<file path="src/rtl/wb_pkg.sv">
// Shared types and default widths for the register write-back queue.
package wb_pkg;

  localparam int WB_ADDR_W = 6;
  localparam int WB_DATA_W = 32;
  localparam int REG_COUNT = 64;

  typedef struct packed {
    logic [WB_ADDR_W-1:0] addr;
    logic [WB_DATA_W-1:0] data;
  } wb_entry_t;

endpackage

</file>
<file path="src/rtl/wb_fifo.sv">
// Dual-push, single-pop circular buffer; exposes every slot plus a valid mask
// so the parent can search the buffered writes.
module wb_fifo
  import wb_pkg::*;
#(
  parameter int DEPTH  = 4,
  parameter int ADDR_W = WB_ADDR_W,
  parameter int DATA_W = WB_DATA_W,
  localparam int PTR_W = $clog2(DEPTH),
  localparam int CNT_W = $clog2(DEPTH + 1)
) (
  input  logic              clk,
  input  logic              rst_n,
  input  logic              push0,
  input  logic [ADDR_W-1:0] addr0,
  input  logic [DATA_W-1:0] data0,
  input  logic              push1,
  input  logic [ADDR_W-1:0] addr1,
  input  logic [DATA_W-1:0] data1,
  input  logic              pop,
  output logic [ADDR_W-1:0] ent_addr [DEPTH],
  output logic [DATA_W-1:0] ent_data [DEPTH],
  output logic [DEPTH-1:0]  ent_vld,
  output logic [PTR_W-1:0]  head,
  output logic [CNT_W-1:0]  count
);

  logic [ADDR_W-1:0] mem_addr [DEPTH];
  logic [DATA_W-1:0] mem_data [DEPTH];
  logic [PTR_W-1:0]  tail;
  logic [PTR_W-1:0]  tail_p1;

  assign tail_p1  = tail + PTR_W'(1);
  assign ent_addr = mem_addr;
  assign ent_data = mem_data;

  // Only pointers and occupancy are reset; payload slots are qualified by ent_vld.
  always_ff @(posedge clk or negedge rst_n) begin
    if (!rst_n) begin
      head  <= '0;
      tail  <= '0;
      count <= '0;
    end else begin
      if (pop) head <= head + PTR_W'(1);
      tail  <= tail + PTR_W'(push0) + PTR_W'(push1);
      count <= count + CNT_W'(push0) + CNT_W'(push1) - CNT_W'(pop);
    end
  end

  // push1 is only ever raised together with push0, so it lands one slot behind.
  always_ff @(posedge clk) begin
    if (push0) begin
      mem_addr[tail] <= addr0;
      mem_data[tail] <= data0;
    end
    if (push1) begin
      mem_addr[tail_p1] <= addr1;
      mem_data[tail_p1] <= data1;
    end
  end

  always_comb begin
    ent_vld = '0;
    for (int k = 0; k < DEPTH; k++) begin
      if (CNT_W'(k) < count) ent_vld[head + PTR_W'(k)] = 1'b1;
    end
  end

endmodule

</file>
<file path="src/rtl/reg_writeback_queue.sv">
// Write-back queue in front of the register file: loads and ALU results in, one write per cycle out.
// Optional pending-write bypass lookup is built when WB_BYPASS_EN is defined.
module reg_writeback_queue
  import wb_pkg::*;
#(
  parameter int DEPTH   = 4,
  parameter int ADDR_W  = WB_ADDR_W,
  parameter int DATA_W  = WB_DATA_W,
  parameter int DROP_R0 = 0,
  localparam int PTR_W  = $clog2(DEPTH),
  localparam int CNT_W  = $clog2(DEPTH + 1)
) (
  input  logic              clk,
  input  logic              rst_n,
  input  logic              mem_valid,
  output logic              mem_ready,
  input  logic [ADDR_W-1:0] mem_rd,
  input  logic [DATA_W-1:0] mem_data,
  input  logic              alu_valid,
  output logic              alu_ready,
  input  logic [ADDR_W-1:0] alu_rd,
  input  logic [DATA_W-1:0] alu_data,
  output logic [ADDR_W-1:0] WR,
  output logic [DATA_W-1:0] WD,
  output logic              RegWrite,
  output logic [CNT_W-1:0]  pending,
  input  logic [ADDR_W-1:0] qry_addr,
  output logic              qry_hit,
  output logic [DATA_W-1:0] qry_data
);

  localparam logic [CNT_W-1:0] FULL = CNT_W'(DEPTH);

  logic              mem_keep, alu_keep;
  logic              push0, push1, pop;
  logic [ADDR_W-1:0] addr0;
  logic [DATA_W-1:0] data0;
  logic [ADDR_W-1:0] ent_addr [DEPTH];
  logic [DATA_W-1:0] ent_data [DEPTH];
  logic [DEPTH-1:0]  ent_vld;
  logic [PTR_W-1:0]  head;
  logic [CNT_W-1:0]  count;
  logic [ADDR_W-1:0] last_addr;
  logic [DATA_W-1:0] last_data;

  function automatic logic is_dropped(input logic [ADDR_W-1:0] rd);
    return (DROP_R0 != 0) && (rd == '0);
  endfunction

  // Readiness looks only at the registered count; a same-cycle pop never frees a slot.
  assign mem_ready = (count < FULL);
  assign alu_ready = (count < FULL - CNT_W'(1)) ||
                     ((count == FULL - CNT_W'(1)) && !mem_valid);

  assign mem_keep = mem_valid && mem_ready && !is_dropped(mem_rd);
  assign alu_keep = alu_valid && alu_ready && !is_dropped(alu_rd);

  // The load is the older instruction, so it takes the first free slot.
  assign push0 = mem_keep || alu_keep;
  assign push1 = mem_keep && alu_keep;
  assign addr0 = mem_keep ? mem_rd   : alu_rd;
  assign data0 = mem_keep ? mem_data : alu_data;
  assign pop   = (count != '0);

  wb_fifo #(
    .DEPTH  (DEPTH),
    .ADDR_W (ADDR_W),
    .DATA_W (DATA_W)
  ) u_fifo (
    .clk      (clk),
    .rst_n    (rst_n),
    .push0    (push0),
    .addr0    (addr0),
    .data0    (data0),
    .push1    (push1),
    .addr1    (alu_rd),
    .data1    (alu_data),
    .pop      (pop),
    .ent_addr (ent_addr),
    .ent_data (ent_data),
    .ent_vld  (ent_vld),
    .head     (head),
    .count    (count)
  );

  // Remembers the last issued write so WR/WD hold steady while the queue is empty.
  always_ff @(posedge clk or negedge rst_n) begin
    if (!rst_n) begin
      last_addr <= '0;
      last_data <= '0;
    end else if (pop) begin
      last_addr <= ent_addr[head];
      last_data <= ent_data[head];
    end
  end

  assign pending  = count;
  assign RegWrite = pop;
  assign WR       = pop ? ent_addr[head] : last_addr;
  assign WD       = pop ? ent_data[head] : last_data;

`ifdef WB_BYPASS_EN
  // Walk oldest to youngest so the youngest matching entry is the one left standing.
  always_comb begin
    qry_hit  = 1'b0;
    qry_data = '0;
    for (int k = 0; k < DEPTH; k++) begin
      if (ent_vld[head + PTR_W'(k)] && (ent_addr[head + PTR_W'(k)] == qry_addr)) begin
        qry_hit  = 1'b1;
        qry_data = ent_data[head + PTR_W'(k)];
      end
    end
  end
`else
  logic unused_bypass;
  assign unused_bypass = ^{qry_addr, ent_vld};
  assign qry_hit       = 1'b0;
  assign qry_data      = '0;
`endif

endmodule

</file>
<file path="config.mk">
export PLATFORM = sky130hd
export DESIGN_NAME = reg_writeback_queue
export DESIGN_NICKNAME = d
export VERILOG_FILES = /design/src/rtl/wb_pkg.sv /design/src/rtl/wb_fifo.sv /design/src/rtl/reg_writeback_queue.sv
export SDC_FILE = /design/constraint.sdc
export NUM_CORES = 1
export LEC_CHECK = 0
export ABC_CLOCK_PERIOD_IN_PS = 2150
export CAP_MARGIN = 20
export CORE_MARGIN = 2
export CORE_UTILIZATION = 49
export CTS_CLUSTER_SIZE = 14
export DETAILED_ROUTE_END_ITERATION = 8
export PLACE_DENSITY = 0.74
export SETUP_SLACK_MARGIN = 0.3
export SLEW_MARGIN = 20
export SYNTH_ARGS = -nofsm -noshare
export SYNTH_HDL_FRONTEND = slang
export SYNTH_SLANG_ARGS = --single-unit
</file>
<file path="constraint.sdc">
create_clock -name clk -period 2.15 [get_ports clk]
set_input_delay 0.43 -clock clk [delete_from_list [all_inputs] [get_ports clk]]
set_output_delay 0.43 -clock clk [all_outputs]
set_load 0.005 [all_outputs]
</file>
# [Word-level counts from Yosys, hierarchy flattened]
# Cells that the tools add are included.
[word_totals] regBits=197 latch_bits=0 ram_bits=0 romBits=0 in_bits=86 out_inout_bits=77 elab_cells=67 n_memories=0
[op_classes] n_addsub=7 n_mul=0 div_mod_pow=0 n_lt_le_gt_ge=7 eq_ne=1 shift=0 muxes=26 n_bitwise=3 n_reduce_logical=10
[ops] operator="bitwise mux 128 bit" count=2
[ops] operator="2-to-1 mux 128 bit" count=2
[ops] operator="2-to-1 mux 32 bit" count=6
[ops] operator="demux 32 bit (select 2 bit)" count=2
[ops] operator="binary-select mux 32 bit (select 2 bit)" count=1
[ops] operator="bitwise mux 24 bit" count=2
[ops] operator="2-to-1 mux 24 bit" count=2
[ops] operator="2-to-1 mux 6 bit" count=6
[ops] operator="demux 6 bit (select 2 bit)" count=2
[ops] operator="binary-select mux 6 bit (select 2 bit)" count=1
[ops] operator=">= comparator 3 bit, second input constant" count=3
[ops] operator="NOT 2 -> 3 bit" count=3
[ops] operator="adder 3 x 1 -> 3 bit" count=2
[ops] operator="logical AND 1 bit" count=6
[ops] operator="less-than comparator 3 x 1 -> 1 bit, second input constant" count=2
[ops] operator="adder 2 x 1 -> 2 bit" count=2
[ops] operator="adder 2 x 1 -> 2 bit, second input constant" count=2
[ops] operator="== test 3 x 2 -> 1 bit, second input constant" count=1
[ops] operator="less-than comparator 3 x 2 -> 1 bit, second input constant" count=1
[ops] operator="less-than comparator 3 bit, second input constant" count=1
[ops] operator="nonzero test 3 bit" count=1
[ops] operator="subtractor 3 x 1 -> 3 bit" count=1
[ops] operator="logical OR 1 bit" count=2
[ops] operator="logical NOT 1 bit" count=1

# [Logic depth before layout (Yosys ltp)]
# Gate-level depths: netlist of run 1.
[logic_depth] word_depth=9 mapped_depth=10 ltp_nobuf=9

# [Modules after synthesis]
# Synthesis of run 1 repeated with hierarchy kept, for this count alone.
[unflattened] cells_unflattened=835 area_unflattened_um2=9345.2
[modules_own_cells] module="wb_fifo" instances=1 cells_per_inst=625 area_each_um2=6292.3 seq_area_each_um2=3218.1
[modules_own_cells] module="reg_writeback_queue" instances=1 cells_per_inst=210 area_each_um2=3052.9 seq_area_each_um2=950.9

# [Worst setup path before layout of run 1]
# OpenSTA, ideal clock, no wires.
[synth_path] kind="register -> register" from="reg u_fifo.count[2]" to="reg u_fifo.count[1]" setup_ns=0.135 arrival_ns=2.260 required_ns=2.015 path_slack_ns=-0.246 stages_incl_launch_ff=9 n_path_buf=2 period_less_slack_ns=2.396 cell_sequence="dfrtp_1 -> buf_6 -> inv_1 -> nand3_1 -> buf_1 -> ha_1 -> fa_1 -> inv_1 -> fa_1"
[synth_via] elab_cells_between_ends=13 classes_between="3 x add/sub; 2 x order compare; 1 x eq/ne; 7 x reduce/logical"
[synth_lines] element="from (decl)" line="wb_fifo.sv:25" source="output logic [CNT_W-1:0] count"
[synth_lines] element="from (signal assigned)" line="wb_fifo.sv:46" source="count <= count + CNT_W'(push0) + CNT_W'(push1) - CNT_W'(pop);"
[synth_lines] element="less-than comparator 3 bit *" line="reg_writeback_queue.sv:51" source="assign mem_ready = (count < FULL);"
[synth_lines] element="net mem_ready" line="reg_writeback_queue.sv:16" source="output logic mem_ready,"
[synth_lines] element="logical AND 1 bit *" line="reg_writeback_queue.sv:55" source="assign mem_keep = mem_valid && mem_ready && !is_dropped(mem_rd);"
[synth_lines] element="logical OR 1 bit" line="reg_writeback_queue.sv:59" source="assign push0 = mem_keep || alu_keep;"
[synth_lines] element="adder 3 x 1 -> 3 bit" line="wb_fifo.sv:46"
[synth_lines] element="adder 3 x 1 -> 3 bit *" line="wb_fifo.sv:46"
[synth_lines] element="subtractor 3 x 1 -> 3 bit *" line="wb_fifo.sv:46"
# The timed path passes the listed nets; every way through them passes the cells marked *.
# A chain may end at the register's enable or synchronous reset.

# [Worst setup path in the final report of run 1]
[layout_path] from="reg u_fifo.count[2]" to="reg u_fifo.mem_data (netlist bit u_fifo.ent_data[124])"
[layout_via] elab_chain_cells=8 elab_cells_between_ends=14 classes_between="2 x order compare; 1 x eq/ne; 5 x mux; 6 x reduce/logical"
[layout_rtl] element="parallel branches: the longest is 7 deep, another holds less-than comparator 3 bit"
[layout_rtl] element="2-to-1 mux 128 bit *" line="wb_fifo.sv:56" source="if (push1) begin"
[layout_rtl] element="to (signal, indexed assignment)" line="wb_fifo.sv:54" source="mem_data[tail] <= data0;"
[layout_rtl] element="to (signal, indexed assignment)" line="wb_fifo.sv:58" source="mem_data[tail_p1] <= data1;"
[layout_rtl] element="to (decl)" line="wb_fifo.sv:29" source="logic [DATA_W-1:0] mem_data [DEPTH];"
# Mark *: on every way between the ends.

==> results of run 1 <==
-- stage by stage --
| step | setup TNS [ns] | hold WS [ns] | instance area (sq um) | worst slack, ns |
|---|---|---|---|---|
| after floorplan | -0.0322 | 0.134 | 10500 | -0.0322 |
| after global placement | -29.34 | 0.472 | 12300 | -0.278 |
| after detailed placement | -35.90 | 0.468 | 12300 | -0.312 |
| after CTS | -15.91 | 0.000984 | 15800 | -0.452 |
| after global routing | -56.37 | -0.0139 | 17800 | -0.794 |
| final | -54.01 | -0.0408 | 17800 | -0.822 |
-- how the worst min path moves through the flow --
| stage | slack [ns] | end | startpoint |
|---|---|---|---|
| detailed placement | 0.47 | last_data[10] | rst_n |
| global placement | 0.47 | last_data[10] | rst_n |
| finish | -0.04 | last_data[10] | rst_n |
| floorplan | 0.13 | last_addr[0] | rst_n |
| CTS | 0.001 | last_data[10] | rst_n |
| global route | -0.01 | last_data[10] | rst_n |
-- power groups by stage --
stage               combinational (mW)  clock, mW  sequential (mW)
global placement                  11.7          0             6.68
CTS                               17.1       3.33             6.92
floorplan                         7.58          0             6.43
finish                            22.7       3.52             7.71
detailed placement                12.1          0             6.77
global route                      23.0       3.59             7.79
-- kinds of logic (layout without fill, tap and decap cells) --
group | count (synthesis) | count (layout)
buffers and inverters | 146 | 375
multiplexers | 76 | 76
XOR/XNOR | 5 | 5
AND/OR/NAND/NOR | 184 | 184
AO/OA/AOI/OAI | 384 | 384
flip-flops | 197 | 197
adder cells (fa/ha/maj) | 5 | 5
other | 1 | 33
-- repair_timing --
action | in CTS | in global routing
cloned | 34 | 6
setup buffers | 64 | 29
setup endpoints to repair | 165 | 202
resized for setup | 529 | 268
pin swaps | 88 | 125
-- cell type report --
type	instances	area, sq um
sequential	197	4170
tap	270	338
fill	756	2600
multi-input combinational	687	7960
inverter	7	28.8
timing repair buffer	336	4670
clock buffer	18	429
clock inverter	14	169
-- worst reg2reg max path: stages, from the launching register on --
cell,delay [ns]
dfrtp_1,0.45
inv_4,0.07
buf_6,0.13
ha_4,0.16
nor4bb_4,0.15
buf_6,0.13
buf_6,0.13
nor4_4,0.31
buf_6,0.19
buf_6,0.14
buf_12,0.13
buf_16,0.17
o21ai_2,0.07
o211ai_1,0.57
-- per-layer routing --
layer / GRT usage / up-vias
met5: 0.0136 / -
met4: 0.331 / 2
met3: 0.145 / 719
met2: 0.670 / 1585
met1: 0.502 / 5843
li1: - / 4434
-- flip-flops by register name, summed over array words and instances (netlist names) --
| name | flops |
|---|---|
| u_fifo.ent_data | 128 |
| last_data | 32 |
| u_fifo.ent_addr | 24 |
| last_addr | 6 |
| u_fifo.count | 3 |
| u_fifo.head | 2 |
| u_fifo.tail | 2 |
-- synth_stat cells (38+ instances only) --
cell / n
dfrtp_1: 45
nand3_1: 42
dfxtp_1: 152
a2bb2oi_1: 76
nand2_1: 42
mux2_2: 38
o211ai_1: 38
o21ai_0: 76
clkbuf_1: 57
mux4_2: 38
o221ai_1: 114
o22ai_1: 76
==> results.toml, run 1 <==
[timing]
setup_ws_ns = -0.822
fmax_mhz = 336
tightestPinTransition_ns = 0.691
slew_headroom = 0.537
setup_viol = 193
hold_viol = 20
rsz0062_at_grt = "true"
period_share = 1.38
slew_viol_final = 0
holdWs_ns = -0.0408
min_period_ns = 2.97
finClkSkew_ns = 0.0143

[clock_network]
clockRootBuffer = "clkbuf_16"
cts_buffers = 17
clock_path_buffers = 2
postCtsHoldBufs = 0
insertion_delay_ns = 0.49
cts.clk_slew.worst_paths_ns = 0.09
cts_sinks = 197
h-tree-depth = 4
cts_tree = "done"

[drt]
drtIter0Drc = 2142
routed_wl_um = 60800
wl_met2_um = 25000
vias_per_cell = 8.23
wl_met3_um = 9950
ant_nets = 0
routedWlPerCell_um = 39.8
wl_met1_um = 18400
dr.pass1.iters = 7
drc = 0
dr.max_layer_used = "met5"
num_vias = 12600

[pwr]
max-vdd-ir-drop_v = 0.00109
power_switching_mw = 14.4
intPower_mw = 19.5
p_per_area_mw_per_mm2 = 1910
power.share.clock = 0.104
power_mw = 33.9
p_leak_nw = 6.47
seqPwrFrac = 0.227
swShare = 0.425
p_comb_frac = 0.669

[setup_path]
cp-startpoint = "u_fifo.count[2]"
end_kind = "flop"
crit_path_start_kind = "flop"
worstSetupPathType = "flop to flop"
rrSetupSlack_ns = -0.82
crit_family = "buffers and inverters"
r2r_cells = 13
crit_chain = "inv_4, buf_6, ha_4, nor4bb_4, buf_6, buf_6, nor4_4, buf_6, buf_6, buf_12, buf_16, o21ai_2, o211ai_1"
cp_max_fo = 7
reg2reg_to = "u_fifo.ent_data[124]"
cpMostUsedCell = "buf_6"
crit_end = "u_fifo.ent_data[124]"
arrival_ns = 3.29
cp_data_required_time_ns = 2.46
critPathBufInv = 8
crit_cells = 13
reg2reg_from = "u_fifo.count[2]"
cpPeakStageDelay_ns = 0.57
cpMaxStageDelayCell = "o211ai_1"

[logic_synthesis]
yosysWarnings = 0
synthTopCellsByArea = "dfxtp_1 (30%), dfrtp_1 (11%), o221ai_1 (9.8%)"
async_flop_share = 0.228
synth_ff_type = "dfxtp_1"
syn-instance-count = 998
synth.area.mux_share = 0.125
yosysUniqueCellTypes = 45
synth.largest_area_cell = "dfxtp_1"
synth_top_cell_area_share = 0.297
ys_ff_latch = 197
seq_area_frac_synth = 0.407
synth-compound-area-share = 0.277
synth_top_family_by_area = "compound AO/OA/AOI/OAI gates"
synth_area_sq_mm = 0.0102
synth-simple-area-share = 0.104
synthXorXnorAreaFrac = 0.00428
avgSynthCellArea_sq_um = 10.3
synthAdderAreaFrac = 0.00831
synth_edf_count = 0

[die]
rows = 52
die_h_um = 149
core_area_sq_mm = 0.0204
dieArea_sq_mm = 0.0221
start_util = 0.503
ios = 163
die_w_um = 149

[placed_design]
place_hpwl_um = 20700
place.gp.congestion = 0.842
place_inst = 1364
place.port_buffers = 123

[run_status]
violations = "negative hold slack, negative setup slack"
status = "finished, violations left"

[global_routing]
grt.total_usage = 0.436
grt_pass1_wl_um = 72400
grt_max_degree = 39
grt_pass1_vias = 11900
antenna_found_initial = 2
grt_overflow = 0

[finish]
final_cells = 1529
drive_gt1_frac = 0.548
fin_util = 0.872
final_common_cell = "dfxtp_1"
final_cell_mix = "dfxtp_1 (152), buf_6 (107), clkdlybuf4s50_1 (78), o221ai_2 (75), a2bb2oi_2 (75)"
antenna_cells = 0
layout.nets = 1337
syn_to_final_growth_pct = 73.5

[flow_run]
drv_cap = 0

[hold_path]
hold_path_class = "input pin to asynchronous set/reset pin"
Note: power is estimated with default switching activity, not from simulation.
==> run 2, diff against run 1 <==
- CAP_MARGIN: 20 -> 10
- SETUP_SLACK_MARGIN: 0.3 -> default
==> results.toml, run 2 (synthesis results as in run 1) <==
[setup_path]
arrival_ns = 2.25
cp-startpoint = "u_fifo.head[0]"
r2r_cells = 8
reg2reg_to = "u_fifo.count[1]"
crit_path_start_kind = "flop"
crit_chain = "buf_12, buf_6, buf_12, buf_6, mux4_2, mux2_4, buf_6"
cpMostUsedCell = "buf_6"
cp_data_required_time_ns = 1.72
rrSetupSlack_ns = -0.04
end_kind = "primary output"
reg2reg_from = "u_fifo.count[2]"
cpMaxStageDelayCell = "dfrtp_2"
cp_max_fo = 8
worstSetupPathType = "flop to primary output"
crit_end = "WD[3]"
cpPeakStageDelay_ns = 0.45

[pwr]
p_comb_frac = 0.595
p_leak_nw = 5.35
intPower_mw = 15.7
power.share.clock = 0.130
max-vdd-ir-drop_v = 0.000955
swShare = 0.371
power_switching_mw = 9.28
seqPwrFrac = 0.275
p_per_area_mw_per_mm2 = 1790

[drt]
routed_wl_um = 35400
ant_nets = 0
vias_per_cell = 6.82
routedWlPerCell_um = 24.5
drtIter0Drc = 1166
dr.pass1.iters = 5
num_vias = 9844
drc = 0

[timing]
setup_ws_ns = -0.534
setup_viol = 40
period_share = 1.25
rsz0062_at_grt = "true"
finClkSkew_ns = 0.00927
holdWs_ns = 0.400
fin_setup_tns_ns = -14.45
min_period_ns = 2.68
fmax_mhz = 373
slew_viol_final = 0
hold_viol = 0

[flow_run]
drv_cap = 0

[die]
rows = 52
die_h_um = 149
ios = 163
core_area_sq_mm = 0.0204
start_util = 0.503
die_w_um = 149
dieArea_sq_mm = 0.0221

[clock_network]
h-tree-depth = 4
cts_buffers = 17
insertion_delay_ns = 0.44
cts_tree = "done"
clockRootBuffer = "clkbuf_16"
cts_sinks = 197
clock_path_buffers = 2
cts.clk_slew.worst_paths_ns = 0.08

[finish]
largest_reg_flops = 128
layout.nets = 1251
final_cell_mix = "dfxtp_1 (152), o221ai_1 (95), clkdlybuf4s50_1 (82), o22ai_1 (76), a2bb2oi_1 (75)"
final_area_sq_mm = 0.0140
drive_gt1_frac = 0.315
antenna_cells = 0
final_common_cell = "dfxtp_1"
fin_util = 0.687
syn_to_final_growth_pct = 36.7

[placed_design]
place_area_sq_mm = 0.0123
place_hpwl_um = 20200
place.gp.congestion = 0.825
pre_cts_ws_ns = -0.345
place.port_buffers = 123

[global_routing]
grt_max_degree = 87
grt_pass1_wl_um = 51000
grt.total_usage = 0.295
grt_overflow = 0
antenna_found_initial = 0
grt_pass1_vias = 9263

[hold_path]
hold_path_class = "input pin to asynchronous set/reset pin"

[run_status]
violations = "negative setup slack"
status = "finished, violations left"
-- run 2: cell types whose count changed in the layout (fill, tap and decap cells not counted), moves of 28 or more --
cell	delta
o221ai_2	-56
o22ai_4	-36
buf_6	-51
buf_16	-32
o21ai_0	+28
a2bb2oi_2	-74
o22ai_1	+47
o221ai_1	+83
a2bb2oi_1	+75
-- run 2: how the worst min path moves through the flow --
stage          depth (start not counted)  slack, ns       endpoint
2_1_floorplan                          0       0.13   last_addr[0]
3_3_place_gp                           1       0.33  last_data[11]
3_5_place_dp                           1       0.33  last_data[11]
4_1_cts                                2       0.40  last_data[11]
5_1_grt                                2       0.41  last_data[11]
6_report                               2       0.40  last_data[11]
-- run 2: timing repair --
action | 4_1_cts | 5_1_grt
setup endpoints to repair | 40 | 109
setup buffers | 20 | 14
endpoints found under the hold margin | 8 | 0
cloned | 3 | 10
hold buffers | 1 | 0
pin swaps | 4 | 36
gates resized for setup | 245 | 122
-- run 2: power by group through the flow --
stage | combinational (mW) | sequential [mW] | clock [mW]
detailed placement | 12.0 | 6.79 | 0
global route | 15.7 | 7.07 | 3.42
finish | 14.9 | 6.88 | 3.25
global placement | 11.7 | 6.71 | 0
floorplan | 7.38 | 6.43 | 0
CTS | 13.7 | 6.74 | 3.27
-- run 2: metrics by stage --
step,cells,total power [mW]
after floorplan,1030,13.8
after global placement,1368,18.4
after detailed placement,1368,18.8
after CTS,1424,23.7
after global routing,1443,26.2
final,1443,25.0
-- run 2: area by class of cell --
class | count | area [sq um]
flip-flops and latches | 197 | 4180
inverters | 7 | 28.8
repair buffers | 250 | 2910
clock buffers | 17 | 425
multi-input cells | 687 | 5960
fillers | 1455 | 6370
well taps | 270 | 338
clock inverters | 15 | 163
-- run 2: worst max-delay path: cells and delay by family (launching register included) --
family / cells / cell delay [ns]
buffers and inverters: 5 / 0.62
flip-flops: 1 / 0.45
multiplexers: 2 / 0.74
-- run 2: per-layer routing --
layer	global-route usage	wire length, um	vias up
li1	-	-	4232
met1	0.382	13400	4774
met2	0.490	16900	714
met3	0.0506	3740	124
met4	0.121	1370	0
met5	0	0	-
==> run 3, diff against run 2 <==
- ABC_CLOCK_PERIOD_IN_PS: 2150 -> 3000
- CORE_UTILIZATION: 49 -> 54
- PLACE_DENSITY: 0.74 -> 0.77
- clock period: 2.15 -> 3 ns (I/O delays scaled with it)
==> results.toml, run 3 (synthesis results as in run 1) <==
[timing]
fmax_mhz = 340
min_period_ns = 2.94
period_share = 0.981
hold_viol = 0
setup_viol = 0
holdWs_ns = 0.170
rsz0062_at_grt = "true"
finClkSkew_ns = 0.0148
tightestPinTransition_ns = 0.624
slew_viol_final = 0
slew_headroom = 0.583

[clock_network]
cts_sinks = 197
cts_tree = "done"
postCtsHoldBufs = 0
clock_path_buffers = 2
cts.clk_slew.worst_paths_ns = 0.07
cts_buffers = 17
insertion_delay_ns = 0.44
clockRootBuffer = "clkbuf_16"
h-tree-depth = 4

[pwr]
p_leak_nw = 4.48
swShare = 0.367
intPower_mw = 9.60
p_per_area_mw_per_mm2 = 1230
max-vdd-ir-drop_v = 0.000556
power_switching_mw = 5.57
power.share.clock = 0.148
p_comb_frac = 0.530
seqPwrFrac = 0.323

[placed_design]
place.port_buffers = 123
place_hpwl_um = 18300
place_area_sq_mm = 0.0117
place.gp.congestion = 0.824

[die]
die_h_um = 142
die_w_um = 142
dieArea_sq_mm = 0.0201
start_util = 0.549
core_area_sq_mm = 0.0186
ios = 163
rows = 50

[drt]
vias_per_cell = 6.90
num_vias = 9113
ant_nets = 0
routed_wl_um = 30400
drtIter0Drc = 903
dr.pass1.iters = 5
routedWlPerCell_um = 23.0
drc = 0

[setup_path]
critPathBufInv = 2
crit_path_start_kind = "flop"
r2r_cells = 7
worstSetupPathType = "flop to primary output"
cp_data_required_time_ns = 2.40
cp_max_fo = 25
end_kind = "primary output"
cpPeakStageDelay_ns = 0.56
arrival_ns = 2.34
crit_cells = 4
rrSetupSlack_ns = 0.61
crit_chain = "buf_12, mux4_2, mux2_2, clkdlybuf4s50_1"
crit_family = "buffers and inverters"
cpMaxStageDelayCell = "dfrtp_4"

[global_routing]
grt_overflow = 0
antenna_found_initial = 1
grt_pass1_vias = 8984
grt.total_usage = 0.306
grt_pass1_wl_um = 48200
grt_max_degree = 61

[finish]
final_area_sq_mm = 0.0123
final_common_cell = "dfxtp_1"
drive_gt1_frac = 0.174
layout.nets = 1165
largest_reg_flops = 128
nFillCells = 1454
final_cell_mix = "dfxtp_1 (152), o221ai_1 (114), clkdlybuf4s50_1 (102)"
syn_to_final_growth_pct = 20.5
antenna_cells = 0

[hold_path]
hold_path_class = "input pin to asynchronous set/reset pin"

[run_status]
status = "finished, final reports clean"

[flow_run]
drv_cap = 0
-- run 3: cell count changes in the layout (fill, tap and decap cells not counted), sizes merged, moves of 2 or more --
cell,delta
buf,-118
clkdlybuf4s50,+20
dlymetal6s2s,+16
inv,-6
clkinv,-3
dlygate4sd2,+3
clkbuf,+2
-- run 3: worst paths after layout --
check,from,to
min in group clk,last_addr[0],last_addr[0]
max in group asynchronous,rst_n,u_fifo.head[1]
setup reg to reg,u_fifo.count[1],u_fifo.count[1]
hold reg to reg,last_addr[0],last_addr[0]
setup / recovery,u_fifo.head[1],WD[18]
hold / removal,rst_n,last_data[10]
-- run 3: cell type report --
cell class	count	area, sq um	share of cell area
well taps	234	293	0.0237
repair buffers	164	1760	0.143
clock buffers	25	495	0.0401
flip-flops and latches	197	4180	0.339
clock inverters	7	72.6	0.00588
multi-input cells	687	5520	0.447
inverters	7	26.3	0.00213
-- run 3: stage by stage --
stage	setup slack [ns]	power (mW)	setup TNS, ns	utilization	instances
finish	0.0578	15.2	0	0.662	1321
global route	-0.00797	16.1	-0.00801	0.662	1321
floorplan	0.604	9.86	0	-	1030
global placement	0.265	12.7	0	0.629	1289
CTS	-0.00499	15.2	-0.00862	0.660	1321
detailed placement	0.169	13.0	0	0.629	1289
-- run 3: timing repair --
| action | CTS | global route |
|---|---|---|
| gates resized for setup | 8 | 17 |
| endpoints found under the setup margin | 23 | 31 |
| setup buffers | 0 | 0 |
| gates cloned | 0 | 0 |
-- run 3: layer usage --
metal	GRT usage	routed length [um]
met1	0.401	12200
met2	0.503	14900
met3	0.0550	2530
met4	0.124	674
met5	0	13
-- run 3: power groups by stage --
stage                     Sequential [mW]  Clock [mW]  Combinational (mW)
after CTS                            4.87        2.26                8.10
final                                4.90        2.24                8.04
after detailed placement             4.90           0                8.08
after global placement               4.85           0                7.84
after floorplan                      4.60           0                5.26
after global routing                 5.04        2.36                8.69
-- run 3: worst reg2reg max path, delay by kind of cell (launching register included) --
kind | cells | cell delay (ns)
flops | 1 | 0.48
simple gates | 2 | 0.28
fa+ha+maj | 4 | 1.41
buf+inv | 1 | 0.09
